File: src/rtl/debug_seg7_display.sv
// Eight-digit multiplexed seven-segment debug display with per-frame snapshot and register-index stepping.
// Optional leading-zero blanking when SEG_LZ_BLANK_EN is defined; an/seg are registered (1 clock behind d/snap).
module debug_seg7_display #(
   parameter int SCAN_DIV = 50000,
   parameter int STEP_DIV = 50000000
) (
   input  logic        clk,
   input  logic        rst,
   input  logic [2:0]  sel_mode,
   input  logic        freeze,
   input  logic        auto_reg,
   input  logic [4:0]  reg_sel_sw,
   input  logic [31:0] pc_in,
   input  logic [31:0] instr_in,
   input  logic [31:0] reg_data_in,
   input  logic [31:0] mem_addr_in,
   input  logic [31:0] mem_data_in,
   input  logic [31:0] debug_in,
   input  logic        stall_in,
   output logic [4:0]  reg_sel_out,
   output logic [7:0]  an,
   output logic [7:0]  seg
);

   localparam int SCAN_W = (SCAN_DIV > 1) ? $clog2(SCAN_DIV) : 1;
   localparam int STEP_W = (STEP_DIV > 1) ? $clog2(STEP_DIV) : 1;
   localparam logic [SCAN_W-1:0] SCAN_LAST = SCAN_W'(SCAN_DIV - 1);
   localparam logic [STEP_W-1:0] STEP_LAST = STEP_W'(STEP_DIV - 1);

   logic [SCAN_W-1:0] scan_cnt;
   logic [STEP_W-1:0] step_cnt;
   logic [2:0]        d;
   logic [31:0]       snap;
   logic              snap_stall;
   logic              primed;
   logic [31:0]       src;
   logic [3:0]        nibble;
   logic [6:0]        seg_dec;
   logic              blank;

   always_comb begin
      src = 32'd0;
      case (sel_mode)
         3'd0:    src = pc_in;
         3'd1:    src = instr_in;
         3'd2:    src = reg_data_in;
         3'd3:    src = mem_addr_in;
         3'd4:    src = mem_data_in;
         3'd5:    src = debug_in;
         default: src = 32'd0;
      endcase
   end

   always_comb begin
      nibble  = snap[{d, 2'b00} +: 4];
      seg_dec = 7'h7F;
      case (nibble)
         4'h0: seg_dec = 7'h40;
         4'h1: seg_dec = 7'h79;
         4'h2: seg_dec = 7'h24;
         4'h3: seg_dec = 7'h30;
         4'h4: seg_dec = 7'h19;
         4'h5: seg_dec = 7'h12;
         4'h6: seg_dec = 7'h02;
         4'h7: seg_dec = 7'h78;
         4'h8: seg_dec = 7'h00;
         4'h9: seg_dec = 7'h10;
         4'hA: seg_dec = 7'h08;
         4'hB: seg_dec = 7'h03;
         4'hC: seg_dec = 7'h46;
         4'hD: seg_dec = 7'h21;
         4'hE: seg_dec = 7'h06;
         4'hF: seg_dec = 7'h0E;
         default: seg_dec = 7'h7F;
      endcase
   end

`ifdef SEG_LZ_BLANK_EN
   // A digit is blank when it and every digit to its left are zero.
   assign blank = (d != 3'd0) && ((snap >> {d, 2'b00}) == 32'd0);
`else
   assign blank = 1'b0;
`endif

   // The first clock after reset only loads the snapshot; scanning starts on the next one.
   always_ff @(posedge clk or posedge rst) begin
      if (rst) begin
         primed     <= 1'b0;
         scan_cnt   <= '0;
         d          <= 3'd0;
         snap       <= 32'd0;
         snap_stall <= 1'b0;
         an         <= 8'hFF;
         seg        <= 8'hFF;
      end else begin
         primed <= 1'b1;
         if (!primed) begin
            snap       <= src;
            snap_stall <= stall_in;
         end else begin
            if (scan_cnt == SCAN_LAST) begin
               scan_cnt <= '0;
               d        <= d + 3'd1;
               if (d == 3'd7 && !freeze) begin
                  snap       <= src;
                  snap_stall <= stall_in;
               end
            end else begin
               scan_cnt <= scan_cnt + 1'b1;
            end
            if (blank) begin
               an  <= 8'hFF;
               seg <= 8'hFF;
            end else begin
               an  <= ~(8'd1 << d);
               seg <= {~((d == 3'd0) && snap_stall), seg_dec};
            end
         end
      end
   end

   always_ff @(posedge clk or posedge rst) begin
      if (rst) begin
         step_cnt    <= '0;
         reg_sel_out <= 5'd0;
      end else if (!auto_reg) begin
         step_cnt    <= '0;
         reg_sel_out <= reg_sel_sw;
      end else if (step_cnt == STEP_LAST) begin
         step_cnt    <= '0;
         reg_sel_out <= reg_sel_out + 5'd1;
      end else begin
         step_cnt <= step_cnt + 1'b1;
      end
   end

endmodule

File: config.mk
export PLATFORM = sky130hd
export DESIGN_NAME = debug_seg7_display
export DESIGN_NICKNAME = d
export VERILOG_FILES = /design/src/rtl/debug_seg7_display.sv
export SDC_FILE = /design/constraint.sdc
export NUM_CORES = 1
export LEC_CHECK = 0
export ABC_AREA = 1
export CORE_MARGIN = 3
export CORE_UTILIZATION = 52
export CTS_BUF_LIST = sky130_fd_sc_hd__clkbuf_2
export CTS_CLUSTER_DIAMETER = 40
export DETAILED_ROUTE_END_ITERATION = 10
export PLACE_DENSITY = 0.95
export SYNTH_ARGS = -nofsm -noshare
export SYNTH_HDL_FRONTEND = slang
export SYNTH_SLANG_ARGS = --single-unit
File: constraint.sdc
create_clock -name clk -period 5.7 [get_ports clk]
set_clock_uncertainty 0.15 [all_clocks]
set_input_delay 0.57 -clock clk [delete_from_list [all_inputs] [get_ports clk]]
set_output_delay 0.57 -clock clk [all_outputs]
set_load 0.02 [all_outputs]
* After elaboration in Yosys (flattened, before gate mapping) *
Memory sizes are Yosys's and may differ from the RTL's. A register that Yosys moved wholly into a read port is not among the register bits.
Index checks and enable logic that the tools add are counted.
Widths: inputs -> output; s select.

storage, ports and cells
  flip-flop bits (word level) = 100
  ROM bits = 112
  input port bits = 205
  output and inout bits = 21
  word-level logic and storage cells = 48
  memories kept = 1

memories
  name              words  width  rd ports  clocked after memory_dff  write ports  line  RTL
  (name not given)  16     7      1         1                         0            57    case (nibble)

operators by class
  add/sub/neg operators = 4
  eq/ne operators = 11
  shift operators = 2
  muxes and demuxes = 12
  bitwise operators = 2
  reductions and logical operators = 7

operators by type and width
  operator               number
  $pmux 32 s6            1
  $mux 32                3
  $mux 26                2
  $shiftx 32x6->4        1
  $add 26x1->26 const B  1
  $eq 26x26->1 const B   1
  $add 16x1->16 const B  1
  $eq 16x16->1 const B   1
  $mux 16                1
  $mux 5                 2
  $eq 3x3->1 const B     3
  $not 8->8              1
  $shl 1x3->8 const A    1
  $eq 3x2->1 const B     2
  $logic_not 3->1        2
  $ne 2x1->1 const B     3
  $add 5x1->5 const B    1
  $reduce_and 2->1       2
  $add 3x1->3 const B    1
  $eq 3x1->1 const B     1
  $mux 1                 3
  $logic_and 1x1->1      2
  $logic_not 1->1        1
  $not 1->1              1

* Depth between registers and ports, before layout *
Gate-level depths: netlist (run 1).

  depth after elaboration = 5
  mapped depth = 15
  depth with buffers taken out = 13

* Least setup slack after synthesis (run 1) *
OpenSTA, ideal clock, no wires.

  kind = reg2reg
  from = register d[0]
  to = register seg[3]
  arrival = 1.716 ns
  slack = 3.773 ns
  cell stages (with the launch flop) = 13
  clock period less this slack = 1.927 ns
  path through = dfrtp_1 > buf_4 > buf_4 > a21oi_1 > o21ai_0 > nand3_1 > nand2_1 > ha_1 > nand3_1 > nand3_1 > nand2_1 > nand2_1 > nand2_1

on the way
  cells in the longest elaborated chain, start to end = 1

ends and longest elaborated chain
  element                 line  RTL
  from (decl)             32    logic [2:0] d;
  from (signal assigned)  103   d <= d + 3'd1;
  $shiftx 32x6->4         55    nibble = snap[{d, 2'b00} +: 4];
  to (decl)               22    output logic [7:0] seg

No other way between the ends.
A chain may end at the register's enable or synchronous reset.

* Worst setup path in the final report (run 1) *
  from = register d[0]
  to = register seg[0]

Same word-level chain as after synthesis.

==> results of run 1 <==
-- power by group through the flow --
stage / logic, mW / registers [mW] / clock network [mW]
2_1_floorplan: 0.224 / 0.859 / 0
3_3_place_gp: 0.473 / 0.845 / 0
3_5_place_dp: 0.483 / 0.849 / 0
4_1_cts: 0.486 / 0.838 / 0.340
5_1_grt: 0.541 / 0.847 / 0.368
6_report: 0.488 / 0.841 / 0.335
-- cell usage in the layout (no fill, tap or decap), drive strengths merged --
cell and n:
clkbuf 13, nor3b 1, inv 96, nand2 345
diode 1, a22o 1, nor3 22, bufinv 1
a22oi 23, a21oi 15, clkinv 3, nor4 5
dfstp 16, a31oi 3, xor2 14, conb 1
o21ai 52, or2 2, nand3b 3, xnor2 5
nor2 90, ha 14, buf 5, o31ai 1
nand3 107, clkdlybuf4s50 225, nand4 43, dfrtp 84
-- kinds of logic (layout without fill, tap and decap cells) --
logic type                 after synthesis  after routing  synth area share, %
AOI/OAI and AO/OA                       95             95                 8.08
xor gates and xnor gates                19             19                 2.48
adders and majority gates               14             14                 2.61
buffers and inverters                  139            343                 8.90
DFF                                    100            100                 37.5
other                                    1              2               0.0558
and+or+nand+nor                        618            618                 40.4
-- worst max-delay path by stage --
| stage | depth (start not counted) | to | start |
|---|---|---|---|
| after floorplan | 1 | d[0]$_DFFE_PP0P_ | rst |
| after global placement | 10 | snap[14]$_DFFE_PP0P_ | sel_mode[2] |
| after detailed placement | 10 | snap[22]$_DFFE_PP0P_ | sel_mode[2] |
| after CTS | 9 | seg[0]$_DFFE_PP1P_ | d[0]$_DFFE_PP0P_ |
| after global routing | 11 | seg[3]$_DFFE_PP1P_ | d[0]$_DFFE_PP0P_ |
| final | 9 | seg[0]$_DFFE_PP1P_ | d[0]$_DFFE_PP0P_ |
-- Yosys cell counts, types with 7 or more instances --
cell type | n | area (um2)
a21oi_1 | 15 | 75.1
a22oi_1 | 23 | 173
buf_2 | 16 | 80.1
clkbuf_1 | 14 | 52.6
dfrtp_1 | 84 | 2100
dfstp_2 | 16 | 420
ha_1 | 14 | 175
inv_1 | 89 | 334
inv_2 | 7 | 26.3
nand2_1 | 338 | 1270
nand3_1 | 105 | 526
nand4_1 | 43 | 269
nor2_1 | 82 | 308
nor2_2 | 7 | 43.8
nor3_1 | 19 | 95.1
o21ai_0 | 37 | 185
o21ai_1 | 15 | 75.1
xor2_1 | 14 | 123
-- final cells by class --
| type | instances | area [um2] |
|---|---|---|
| clock buffers | 13 | 65.1 |
| multi-input cells | 747 | 3610 |
| inverters | 97 | 367 |
| fillers | 989 | 3210 |
| well taps | 168 | 210 |
| flip-flops and latches | 100 | 2520 |
| repair buffers | 230 | 2290 |
| clock inverters | 3 | 40.0 |
| diodes | 1 | 2.50 |
-- stage by stage --
stage	hold slack [ns]	total power [mW]	util [%]	worst slack [ns]	std cells
floorplan	0.318	1.08	-	2.39	986
global placement	0.306	1.32	73.1	2.79	1342
detailed placement	0.312	1.33	73.1	2.72	1342
CTS	0.251	1.66	73.9	2.85	1358
global route	0.287	1.76	74.0	2.53	1359
finish	0.226	1.66	74.0	2.73	1359
-- layer usage --
metal | up-vias | global-route usage [%]
met5 | - | 0
met4 | 0 | 13.5
met3 | 62 | 5.51
met2 | 436 | 53.4
met1 | 3443 | 40.3
li1 | 3595 | -
-- state kept, by name, summed over array words and instances, names as in the netlist --
| name | cells |
|---|---|
| snap | 32 |
| primed | 1 |
| snap_stall | 1 |
| scan_cnt | 16 |
| reg_sel_out | 5 |
| d | 3 |
| an | 8 |
| step_cnt | 26 |
| seg | 8 |
-- worst register-to-register path, stage by stage (launching register included) --
cell and delay, ns:
dfrtp_1 0.90, inv_1 0.52, o21ai_0 0.41, nand3_1 0.12, nand2_1 0.17, ha_1 0.27
nand3_1 0.13, nand3_1 0.11, nand3_1 0.09, nand2_1 0.09
==> run summary, run 1 <==
CP Launch Type: flip-flop
Critical Path End Type: flip-flop
Gp weighted congestion: 0.973
Max Used Layer: met4
NetSw: 527 uW
TritonCTS buffer count: 9
Placed Area: 9000 um2
Worst path max stage delay: 0.90 ns
Peak supply drop: 0.109 mV
Cells after Synth: 986
P per Cell Area: 183 nW/um2
Final period utilization: 52.1%
DRT met1 WL: 8550 um
Worst reg-to-reg path cell count: 9
Die area: 14300 um2
CTS tree: built
Hold WC Path Type: input port to asynchronous set/reset pin
Asr flop ratio synth: 100%
Final hold viol count: 0
Post-route DRC: 0
Switch share: 31.6%
Number of synthesized flops with an enable pin: 0
Worst-margin pin slew: 1.08 ns
Met2 WL: 11000 um
Via-per-instance ratio: 5.55
# hold bufs at CTS: 0
Post-Layout Inst Area: 9110 um2
Slew Limit Fails: 0
Setup CP Type: flip-flop to flip-flop
Chip width: 120 um
Sequential-to-total area share from yosys stat: 37.5%
CP arrival: 3.38 ns
Vias in the first global route: 7300
Rel. slew slack: 28.0%
RR Endpoint: seg[0]$_DFFE_PP1P_
Antenna violations before repair: 1
Top cell by count, worst path: nand3_1
Syn Area/Cell: 6.82 um2
Final nets: 1404
LEAKAGE: 4.06 nW
Input/output buffers: 225
Max-cap violations: 0
Clock root buffer: clkbuf_2
Overflow after GRT: 0
Achievable Freq: 337 MHz
Critical path required time: 6.11 ns
Crit Reg-Reg Startpoint: d[0]$_DFFE_PP0P_
WL final: 22600 um
Area Growth Syn to Fin: 35.5%
First-pass GRT wire length: 36400 um
Initial Util: 54.6%
Post-route ant nets: 0
Syn nets: 1205
Placement Rows: 40
Min Clock Period, post-route: 2.97 ns
Yosys reg bits: 100
Syn Std Cell Area: 6720 um2
Critical path peak fanout: 22
Crit-path slowest cell: dfrtp_1
Combinational Power Share: 29.3%
Status: completed
DR WL met3: 2040 um
RSZ-0062 raised after global routing: false
Synth cell types: 38
GRT Total Usage: 31.7%
Via count: 7536
Sequential share of power: 50.5%
Buf/Inv on CP: 1
Post-CTS Setup Bufs: 0
TritonRoute pass-1 iters: 5
Ys Warns: 0
Crit-path cells: inv_1, o21ai_0, nand3_1, nand2_1, ha_1, nand3_1, nand3_1, nand3_1, nand2_1
Wire per inst: 16.6 um
Core box area: 12300 um2
Internal power: 1.14 mW
Clock power share: 20.1%
I/O pin count: 226
Worst-Skew Late Latency: 0.59 ns
Post_cts resized: 0
Reg2Reg Setup Slack: 2.73 ns
Largest net degree at the start of global routing: 56
HPWL after DPL: 17600 um
Fraction of layout instances using a drive strength above 1: 5.88%
Cell class contributing the biggest share of worst-path delay: flip-flops
Clock Path Buffers: 2
CTS H-tree depth: 3
CTS clk-pin slew, worst paths: 0.25 ns
DRT iter0 DRCs: 960
Die Y: 120 um
CTS sink count: 100
Synth Flop Type: dfrtp_1
Total negative slack: 0 ns
Final setup viols: 0
Note: power is estimated with default switching activity, not from simulation.
==> inputs of run 2 (changes only) <==
--- a/config.mk
+++ b/config.mk
@@ -7,11 +7,11 @@
 export LEC_CHECK = 0
 export ABC_AREA = 1
 export CORE_MARGIN = 3
-export CORE_UTILIZATION = 52
+export CORE_UTILIZATION = 43
 export CTS_BUF_LIST = sky130_fd_sc_hd__clkbuf_2
 export CTS_CLUSTER_DIAMETER = 40
 export DETAILED_ROUTE_END_ITERATION = 10
-export PLACE_DENSITY = 0.95
+export PLACE_DENSITY = 0.89
 export SYNTH_ARGS = -nofsm -noshare
 export SYNTH_HDL_FRONTEND = slang
 export SYNTH_SLANG_ARGS = --single-unit
==> constraint.sdc (replaced) <==
create_clock -name clk -period 2.4 [get_ports clk]
set_clock_uncertainty 0.15 [all_clocks]
set_input_delay 0.24 -clock clk [delete_from_list [all_inputs] [get_ports clk]]
set_output_delay 0.24 -clock clk [all_outputs]
set_load 0.02 [all_outputs]
==> run 2 against run 1 <==
Power is 130% higher. Register-to-register slack worse by 2.5 ns. Setup slack worse by 2.5 ns. Clock-buffer cell count is 1 higher. First-iteration DRC count is 30% lower. Largest cell class unchanged. Largest power group unchanged.
==> run summary, run 2 (same netlist as run 1, synthesis figures left out) <==
WL final: 22300 um
Worst setup slack after layout: 0.201 ns
Worst setup path endpoint: seg[1]
DRT iter0 DRCs: 672
Clock Path Buffers: 2
Non-Filler Instances: 1426
LEAKAGE: 4.14 nW
Placed Cells: 1397
CTS clk-pin slew, worst paths: 0.27 ns
Placement Rows: 45
Antenna violations before repair: 8
Crit-path slowest cell: dfstp_2
Most flop-heavy register: snap
Post-route ant nets: 0
HPWL after DPL: 17600 um
Total negative slack: 0 ns
Crit Reg-Reg Startpoint: d[0]$_DFFE_PP0P_
Post-route DRC: 0
Commonest non-fill, non-tap cell in the layout: nand2_1
Critical path required time: 2.01 ns
Commonest cells after routing, fill and taps aside: 338 x nand2_1, 225 x clkdlybuf4s50_1, 105 x nand3_1
WP depth: 1
Input/output buffers: 225
Final setup viols: 0
Achievable Freq: 455 MHz
CTS sink count: 100
Setup CP Type: flip-flop to output port
P per Cell Area: 414 nW/um2
Largest net degree at the start of global routing: 101
Buf/Inv on CP: 1
Rel. slew slack: 65.8%
RR Endpoint: seg[3]$_DFFE_PP1P_
Status: completed
Reg2Reg Setup Slack: 0.21 ns
CTS tree: built
Critical path peak fanout: 2
Largest regs: snap: 32 flops, step_cnt: 26 flops, scan_cnt: 16 flops
Peak supply drop: 0.233 mV
CTS H-tree depth: 3
Max reg flops: 32
Die Y: 131 um
Placed Area: 9190 um2
Vias in the first global route: 7026
Min Clock Period, post-route: 2.20 ns
Max-cap violations: 0
Post-Layout Inst Area: 9350 um2
DP Worst Slack: 0.245 ns
Final period utilization: 91.6%
I/O pin count: 226
Fraction of layout instances using a drive strength above 1: 7.13%
Pwr Total: 3.87 mW
First-pass GRT wire length: 35000 um
Initial Util: 44.1%
Worst reg-to-reg path cell count: 13
Area Growth Syn to Fin: 39.1%
Worst-Skew Late Latency: 0.59 ns
Wire per inst: 15.7 um
Worst-margin pin slew: 0.513 ns
CP Launch Type: flip-flop
CP arrival: 1.81 ns
Worst setup path start: seg[1]$_DFFE_PP1P_
Via-per-instance ratio: 5.18
Final nets: 1421
TritonCTS buffer count: 9
GRT Total Usage: 25.9%
Chip width: 131 um
Clock root buffer: clkbuf_2
Gp weighted congestion: 0.970
TritonRoute pass-1 iters: 5
Worst path max stage delay: 0.62 ns
Crit-path cells: clkdlybuf4s50_1
Hold WC Path Type: input port to flip-flop
Cell class contributing the biggest share of worst-path delay: flip-flops
Critical Path End Type: output port
Slew Limit Fails: 0
Via count: 7389
RSZ-0062 raised after global routing: false
Final hold viol count: 0
Die area: 17200 um2
Overflow after GRT: 0
Core box area: 15300 um2
-- run 2: changes by cell type in the layout (fill, tap and decap cells not counted), sizes merged --
cell	delta
clkinv	-1
buf	+15
inv	-2
dlygate4sd3	+2
diode	+7
clkbuf	+1
clkinvlp	+3
bufinv	-1
-- run 2: how the worst min path moves through the flow --
stage / start / end / slack, ns / cells past startpoint
6_report: reg_sel_sw[2] / reg_sel_out[2]$_DFFE_PP0P_ / 0.1 / 5
5_1_grt: reg_sel_sw[2] / reg_sel_out[2]$_DFFE_PP0P_ / 0.07 / 5
4_1_cts: reg_sel_sw[2] / reg_sel_out[2]$_DFFE_PP0P_ / 0.06 / 5
3_5_place_dp: an[0]$_DFFE_PP1P_ / an[0]$_DFFE_PP1P_ / 0.31 / 2
3_3_place_gp: an[0]$_DFFE_PP1P_ / an[0]$_DFFE_PP1P_ / 0.31 / 2
2_1_floorplan: stall_in / snap_stall$_DFFE_PP0P_ / 0.20 / 2
-- run 2: layout make-up --
type	instances	area, um2
multi-input combinational	747	3620
clock inverter	2	11.3
fill	1368	5910
sequential	100	2520
inverter	97	372
antenna	8	20.0
clock buffer	14	70.1
tap	211	264
timing repair buffer	247	2470
-- run 2: repair_timing --
item	4_1_cts	5_1_grt
hold buffers	2	0
setup buffers	0	3
hold endpoints to repair	77	0
endpoints found under the setup margin	0	7
resized for setup	0	4
-- run 2: per-stage QoR --
stage                     hold WS (ns)  util (%)
after floorplan                  0.200         -
after global placement           0.306      60.3
after detailed placement         0.305      60.3
after CTS                       0.0575      60.9
after global routing            0.0714      61.3
final                           0.0972      61.3
-- run 2: per-layer routing --
layer | part of all wire, % | global-route usage, %
met1 | 41 | 33.2
met2 | 50 | 42.8
met3 | 6.4 | 4.63
met5 | 0 | 0
met4 | 2.8 | 11.4
-- run 2: where the power goes --
part | leakage, nW | total, mW | switching [mW] | internal [mW]
Clock | 0.0599 | 0.698 | 0.544 | 0.155
Sequential | 1.28 | 1.99 | 0.126 | 1.87
Combinational | 2.80 | 1.18 | 0.579 | 0.599
